--- src/rtl/counter_sequencer_pkg.sv ---
`default_nettype none
// ============================================================================
// Module   : counter_sequencer_pkg
// Purpose  : Shared definitions for the counter sequencer block: default
//            datapath widths and the sequencer state encoding.
// Contents : C_DEFAULT_WIDTH  - default counter / terminal-value width
//            C_DEFAULT_PRE_W  - default prescaler reload width
//            seq_state_e      - IDLE=0, RUN=1, PAUSE=2, DONE=3
// Revision : 1.0 - initial release
// ============================================================================
package counter_sequencer_pkg;

   localparam int unsigned C_DEFAULT_WIDTH = 8;
   localparam int unsigned C_DEFAULT_PRE_W = 4;

   typedef enum logic [1:0] {
      IDLE  = 2'd0,
      RUN   = 2'd1,
      PAUSE = 2'd2,
      DONE  = 2'd3
   } seq_state_e;

endpackage : counter_sequencer_pkg
`default_nettype wire

--- src/rtl/counter_sequencer_prescaler.sv ---
`default_nettype none
// ============================================================================
// Module   : seq_prescaler
// Purpose  : PRE_W-bit clock-enable prescaler. Counts enabled cycles and
//            emits a one-cycle step strobe when the count matches the reload
//            value, clearing itself on that same edge.
// Ports    : clk      - system clock
//            reset    - synchronous active-high reset
//            i_en     - advance the prescaler this cycle
//            i_clr    - force the prescaler to zero (wins over i_en)
//            i_reload - compare value (steps per count minus 1)
//            o_step   - step strobe, combinational from the current count
// Revision : 1.0 - initial release
// ============================================================================
module seq_prescaler
   import counter_sequencer_pkg::*;
#(
   parameter int unsigned PRE_W = C_DEFAULT_PRE_W
) (
   input  logic             clk,
   input  logic             reset,
   input  logic             i_en,
   input  logic             i_clr,
   input  logic [PRE_W-1:0] i_reload,
   output logic             o_step
);

   logic [PRE_W-1:0] cnt_q;
   logic [PRE_W-1:0] cnt_d;

   always_comb begin
      o_step = i_en && (cnt_q == i_reload);
      cnt_d  = cnt_q;
      if (i_clr) begin
         cnt_d = '0;
      end else if (o_step) begin
         cnt_d = '0;
      end else if (i_en) begin
         cnt_d = cnt_q + 1'b1;
      end
   end

   always_ff @(posedge clk) begin
      if (reset) begin
         cnt_q <= '0;
      end else begin
         cnt_q <= cnt_d;
      end
   end

endmodule : seq_prescaler
`default_nettype wire

--- src/rtl/counter_sequencer.sv ---
`default_nettype none
// ============================================================================
// Module   : counter_sequencer
// Purpose  : Programmable timer. Sequences an 8-bit event counter through
//            start / pause / stop / terminal-count expiry with optional
//            auto-reload, stepping the counter through a clock-enable
//            prescaler so slow events are counted on the system clock.
// Ports    : clk, reset            - clock, synchronous active-high reset
//            start, stop           - arm-and-start pulse, abort pulse
//            pause                 - level, freezes the run while high
//            periodic, term,
//            prescale              - run configuration, sampled at start
//            count                 - current counter value
//            busy                  - high in RUN or PAUSE
//            expire                - one-cycle pulse at terminal count
//            state                 - IDLE=0, RUN=1, PAUSE=2, DONE=3
// Revision : 1.0 - initial release
// ============================================================================
module counter_sequencer
   import counter_sequencer_pkg::*;
#(
   parameter int unsigned WIDTH = C_DEFAULT_WIDTH,
   parameter int unsigned PRE_W = C_DEFAULT_PRE_W
) (
   input  logic             clk,
   input  logic             reset,
   input  logic             start,
   input  logic             stop,
   input  logic             pause,
   input  logic             periodic,
   input  logic [WIDTH-1:0] term,
   input  logic [PRE_W-1:0] prescale,
   output logic [WIDTH-1:0] count,
   output logic             busy,
   output logic             expire,
   output logic [1:0]       state
);

   seq_state_e       state_q, state_d;
   logic [WIDTH-1:0] count_q, count_d;
   logic [WIDTH-1:0] term_q, term_d;
   logic [PRE_W-1:0] prescale_q, prescale_d;
   logic             periodic_q, periodic_d;
   logic             expire_q, expire_d;
   logic             busy_q, busy_d;

   logic             w_active;
   logic             w_pre_en;
   logic             w_pre_clr;
   logic             w_step;

   // A run is live in RUN and PAUSE. Any cycle of a live run with pause low
   // advances the prescaler, including the cycle that leaves PAUSE, so a
   // pause costs exactly as many cycles as pause was held high.
   assign w_active  = (state_q == RUN) || (state_q == PAUSE);
   assign w_pre_en  = w_active && !pause && !stop;
   assign w_pre_clr = stop || (!w_active && start);

   seq_prescaler #(
      .PRE_W (PRE_W)
   ) u_prescaler (
      .clk      (clk),
      .reset    (reset),
      .i_en     (w_pre_en),
      .i_clr    (w_pre_clr),
      .i_reload (prescale_q),
      .o_step   (w_step)
   );

   always_comb begin
      state_d    = state_q;
      count_d    = count_q;
      term_d     = term_q;
      prescale_d = prescale_q;
      periodic_d = periodic_q;
      expire_d   = 1'b0;

      if (stop) begin
         // Abort wins over a coincident terminal step: no expire pulse.
         state_d = IDLE;
         count_d = '0;
      end else if (!w_active) begin
         if (start) begin
            term_d     = term;
            prescale_d = prescale;
            periodic_d = periodic;
            count_d    = '0;
            state_d    = RUN;
         end
      end else if (pause) begin
         state_d = PAUSE;
      end else begin
         state_d = RUN;
         if (w_step) begin
            // Compare before increment so the counter never wraps past term.
            if (count_q == term_q) begin
               expire_d = 1'b1;
               if (periodic_q) begin
                  count_d = '0;
               end else begin
                  state_d = DONE;
               end
            end else begin
               count_d = count_q + 1'b1;
            end
         end
      end

      busy_d = (state_d == RUN) || (state_d == PAUSE);
   end

   always_ff @(posedge clk) begin
      if (reset) begin
         state_q    <= IDLE;
         count_q    <= '0;
         term_q     <= '0;
         prescale_q <= '0;
         periodic_q <= 1'b0;
         expire_q   <= 1'b0;
         busy_q     <= 1'b0;
      end else begin
         state_q    <= state_d;
         count_q    <= count_d;
         term_q     <= term_d;
         prescale_q <= prescale_d;
         periodic_q <= periodic_d;
         expire_q   <= expire_d;
         busy_q     <= busy_d;
      end
   end

   assign count  = count_q;
   assign busy   = busy_q;
   assign expire = expire_q;
   assign state  = state_q;

endmodule : counter_sequencer
`default_nettype wire
--- config.mk ---
export PLATFORM = sky130hd
export DESIGN_NAME = counter_sequencer
export DESIGN_NICKNAME = d
export VERILOG_FILES = /design/src/rtl/counter_sequencer_pkg.sv /design/src/rtl/counter_sequencer_prescaler.sv /design/src/rtl/counter_sequencer.sv
export SDC_FILE = /design/constraint.sdc
export NUM_CORES = 1
export LEC_CHECK = 0
export CAP_MARGIN = 20
export CORE_UTILIZATION = 47
export CTS_BUF_LIST = sky130_fd_sc_hd__clkbuf_4 sky130_fd_sc_hd__clkbuf_8 sky130_fd_sc_hd__clkbuf_16
export CTS_CLUSTER_SIZE = 8
export DETAILED_ROUTE_END_ITERATION = 12
export GPL_TIMING_DRIVEN = 0
export PLACE_DENSITY = 0.74
export SLEW_MARGIN = 10
export SYNTH_ARGS = -nofsm -noshare
export SYNTH_HDL_FRONTEND = slang
export SYNTH_SLANG_ARGS = --single-unit
export TNS_END_PERCENT = 30
--- constraint.sdc ---
create_clock -name clk -period 2.2 [get_ports clk]
set_clock_uncertainty 0.2 [all_clocks]
set_input_delay 0.66 -clock clk [delete_from_list [all_inputs] [get_ports clk]]
set_output_delay 0.66 -clock clk [all_outputs]
set_load 0.05 [all_outputs]
==> flow_metrics.env <==
export IMPL_run_status="finished clean"
export IMPL_via_count=1161
export IMPL_cp_required_ns=1.34
export IMPL_routed_via_density=5.425
export IMPL_worstHoldPathType="reg -> reg"
export IMPL_netlist_area_mm2=0.001391
export IMPL_detailed_place_hpwl_mm=2.145
export IMPL_start_util_pct=50.02
export IMPL_crit_start="count[7]"
export IMPL_drive_gt1_share_pct=15.85
export IMPL_fp_dieH_um=56.41
export IMPL_diodes=0
export IMPL_htreeDepth=2
export IMPL_grtUsageTotal_pct=18.82
export IMPL_tightest_slew_ns=0.4863
export IMPL_grt_max_degree=11
export IMPL_hold_start="term_q[1]"
export IMPL_synth_edff_count=0
export IMPL_cellLeakagePower_uw=0.0007885
export IMPL_syn_num_nets=168
export IMPL_post_route_period_util_pct=97.82
export IMPL_synthMuxAreaShare_pct=10.88
export IMPL_grt_pass1_wl_mm=4.602
export IMPL_clk_latency_ns=0.33
export IMPL_synth_distinct_cells=35
export IMPL_routedWlPerCell_um=13.30
export IMPL_period_needed_ns=2.152
export IMPL_powerDensity_mw_per_mm2=658.1
export IMPL_max_freq_ghz=0.4647
export IMPL_yosys_warnings=0
export IMPL_synth_seq_cells=29
export IMPL_clock_sinks=29
export IMPL_gp_congestion=0.7815
export IMPL_cts_path_max_buffers=2
export IMPL_worstSetupPathType="reg -> out"
export IMPL_drv_cap=0
export IMPL_port_buffers=27
export IMPL_relSlewSlack_pct=67.58
export IMPL_ys_seq_area_share_pct=41.73
export IMPL_path_max_fanout=5
export IMPL_numCtsBuffers=5
export IMPL_async_reset_ff_share_pct=0
export IMPL_core_region_area_mm2=0.002781
export IMPL_fp_dieW_um=56.41
export IMPL_syn_to_final_growth_pct=28.78
export IMPL_synth_compound_area_share_pct=9.712
export IMPL_cts_tree="built"
export IMPL_place_ws_ns=-0.4548
export IMPL_synthFlopType="dfxtp_1"
export IMPL_crit_path_end_kind="output pin"
export IMPL_fin_cells=214
export IMPL_fin_nets=202
export IMPL_worst_setup_path_start_kind="register"
export IMPL_cp_arrival_ns=1.29
export IMPL_ioPinCount=30
export IMPL_slew_violations=0
export IMPL_grt_pass1_vias=1083
export IMPL_synthAdderAreaFrac_pct=1.799
export IMPL_postRouteAntennaNets=0
export IMPL_syn_inst=148
export IMPL_clockRootBuffer="clkbuf_4"
export IMPL_place_inst=206
export IMPL_wirelength_mm=2.847
export IMPL_slowest_stage="clkdlybuf4s15_1"
export IMPL_syn_avg_cell_area_um2=9.401
export IMPL_synth_xor_area_share_pct=10.61
export IMPL_drt_iter0_markers=25
export IMPL_hold_violations=0
export IMPL_critPathMaxStageDelay_ns=0.53
export IMPL_irDropWorstVdd_mv=0.6359
export IMPL_r2r_start="count[3]"
export IMPL_rows=19
export IMPL_fin_ws_ns=0.04789
export IMPL_finalSetupViolCount=0
export IMPL_cts_setup_buffers=0
export IMPL_synthSimpleGateAreaFrac_pct=23.92
export IMPL_die_area_mm2=0.003182
export IMPL_synth_top_family_by_area="simple AND/OR/NAND/NOR gates"
export IMPL_post_route_drc_count=0
export IMPL_path_cells="clkdlybuf4s15_1"
export IMPL_cts_hold_buf=0
export IMPL_cp_top_family="buffers and inverters"
export IMPL_drt_pass1_iter_count=4
export IMPL_crit_buf_inv=1
export IMPL_antenna_found_initial=0
export IMPL_path_clk_slew_ns=0.10
export IMPL_grt_overflow=0
export IMPL_rsz0062_at_grt="true"
area by class of cell:
class | count | area, µm²
Tap cell | 31 | 38.79
Clock buffer | 6 | 51.30
Clock inverter | 2 | 37.54
Multi-Input combinational cell | 115 | 818.3
Sequential cell | 29 | 580.6
Buffer | 4 | 18.77
Timing Repair Buffer | 27 | 246.5
Fill cell | 241 | 989.7
power by group:
part,switching (µW),internal (µW)
combinational,84.2,72.9
clock,199,270
sequential,13.3,540
total,296,883
metal layers:
metal	vias up	global-route usage, %	wire, µm
met5	-	0	0
met4	0	6.272	17
met3	2	6.912	156
met2	23	29.59	1375
met1	545	23.88	1299
li1	591	-	-
metrics by stage:
stage	instance area [µm²]	hold WS [ns]	TNS, ns	utilization (%)	power, µW
final	1792	0.3263	0	64.42	1179
after global routing	1792	0.3693	-0.01119	64.42	1224
after CTS	1802	0.3357	0	64.78	1186
after detailed placement	1700	0.3106	-6.228	61.13	715.7
after global placement	1700	0.3000	-5.450	61.13	712.3
after floorplan	1391	0.2803	0	-	661.8
worst paths after layout:
check	to	slack (ns)	depth (start not counted)
worst min-delay path	term_q[1]	0.33	2
worst max-delay path	count[7]	0.05	1
worst max register to register	count[4]	0.09	5
worst min register to register	term_q[1]	0.33	2
cells by family (layout without fill, tap and decap cells):
kind of cell | Yosys count | in the layout
xor gates and xnor gates | 16 | 16
AOI/OAI and AO/OA | 16 | 16
adders and majority gates | 2 | 2
DFF | 29 | 29
and+or+nand+nor | 66 | 66
muxes | 15 | 15
buffers and inverters | 4 | 39
state kept, by name, summed over array words and instances, names as in the netlist:
register / flops
u_prescaler.cnt_q: 4
expire: 1
count: 8
prescale_q: 4
busy: 1
term_q: 8
periodic_q: 1
state: 2
placed cells by master, fill, tap and decap left out, types with 2 or more instances in the layout:
master           netlist  final
or2_2                  3      3
nand2b_1               2      2
nor2_1                26     26
nor4_1                 3      2
nor3_4                 1      2
clkbuf_1               2      2
clkbuf_2               0      5
a221o_1                6      6
ha_1                   2      2
nor2b_1                2      2
nand2_1               11     11
dfxtp_1               29     29
a21oi_1                4      4
mux2i_1               14     14
xor2_1                14     14
nor3_1                 2      2
clkbuf_4               0      5
dlygate4sd2_1          0      3
and3_1                 5      5
clkdlybuf4s15_2        0      4
clkdlybuf4s50_1        0     14
nand3_1                4      4
Yosys cell counts (2+ instances only):
library cell   n  area share [%]
mux2i_1       14              10
a221o_1        6             4.3
dfxtp_1       29              42
clkbuf_1       2            0.54
ha_1           2             1.8
a21oi_1        4             1.4
nor3_1         2            0.72
xor2_1        14             8.8
nand2_1       11             3.0
nor2b_1        2            0.90
nor2_1        26             7.0
or2_2          3             1.3
nand2b_1       2            0.90
and3_1         5             2.2
nand3_1        4             1.4
nor4_1         3             1.3
what timing repair did:
| item | in CTS | in global routing |
|---|---|---|
| hold endpoints to repair | 0 | 0 |
| resized for setup | 26 | 10 |
| gates cloned | 0 | 0 |
| pin swaps | 2 | 1 |
| setup endpoints to repair | 19 | 21 |
No activity file was read; power rests on OpenSTA's default activity.
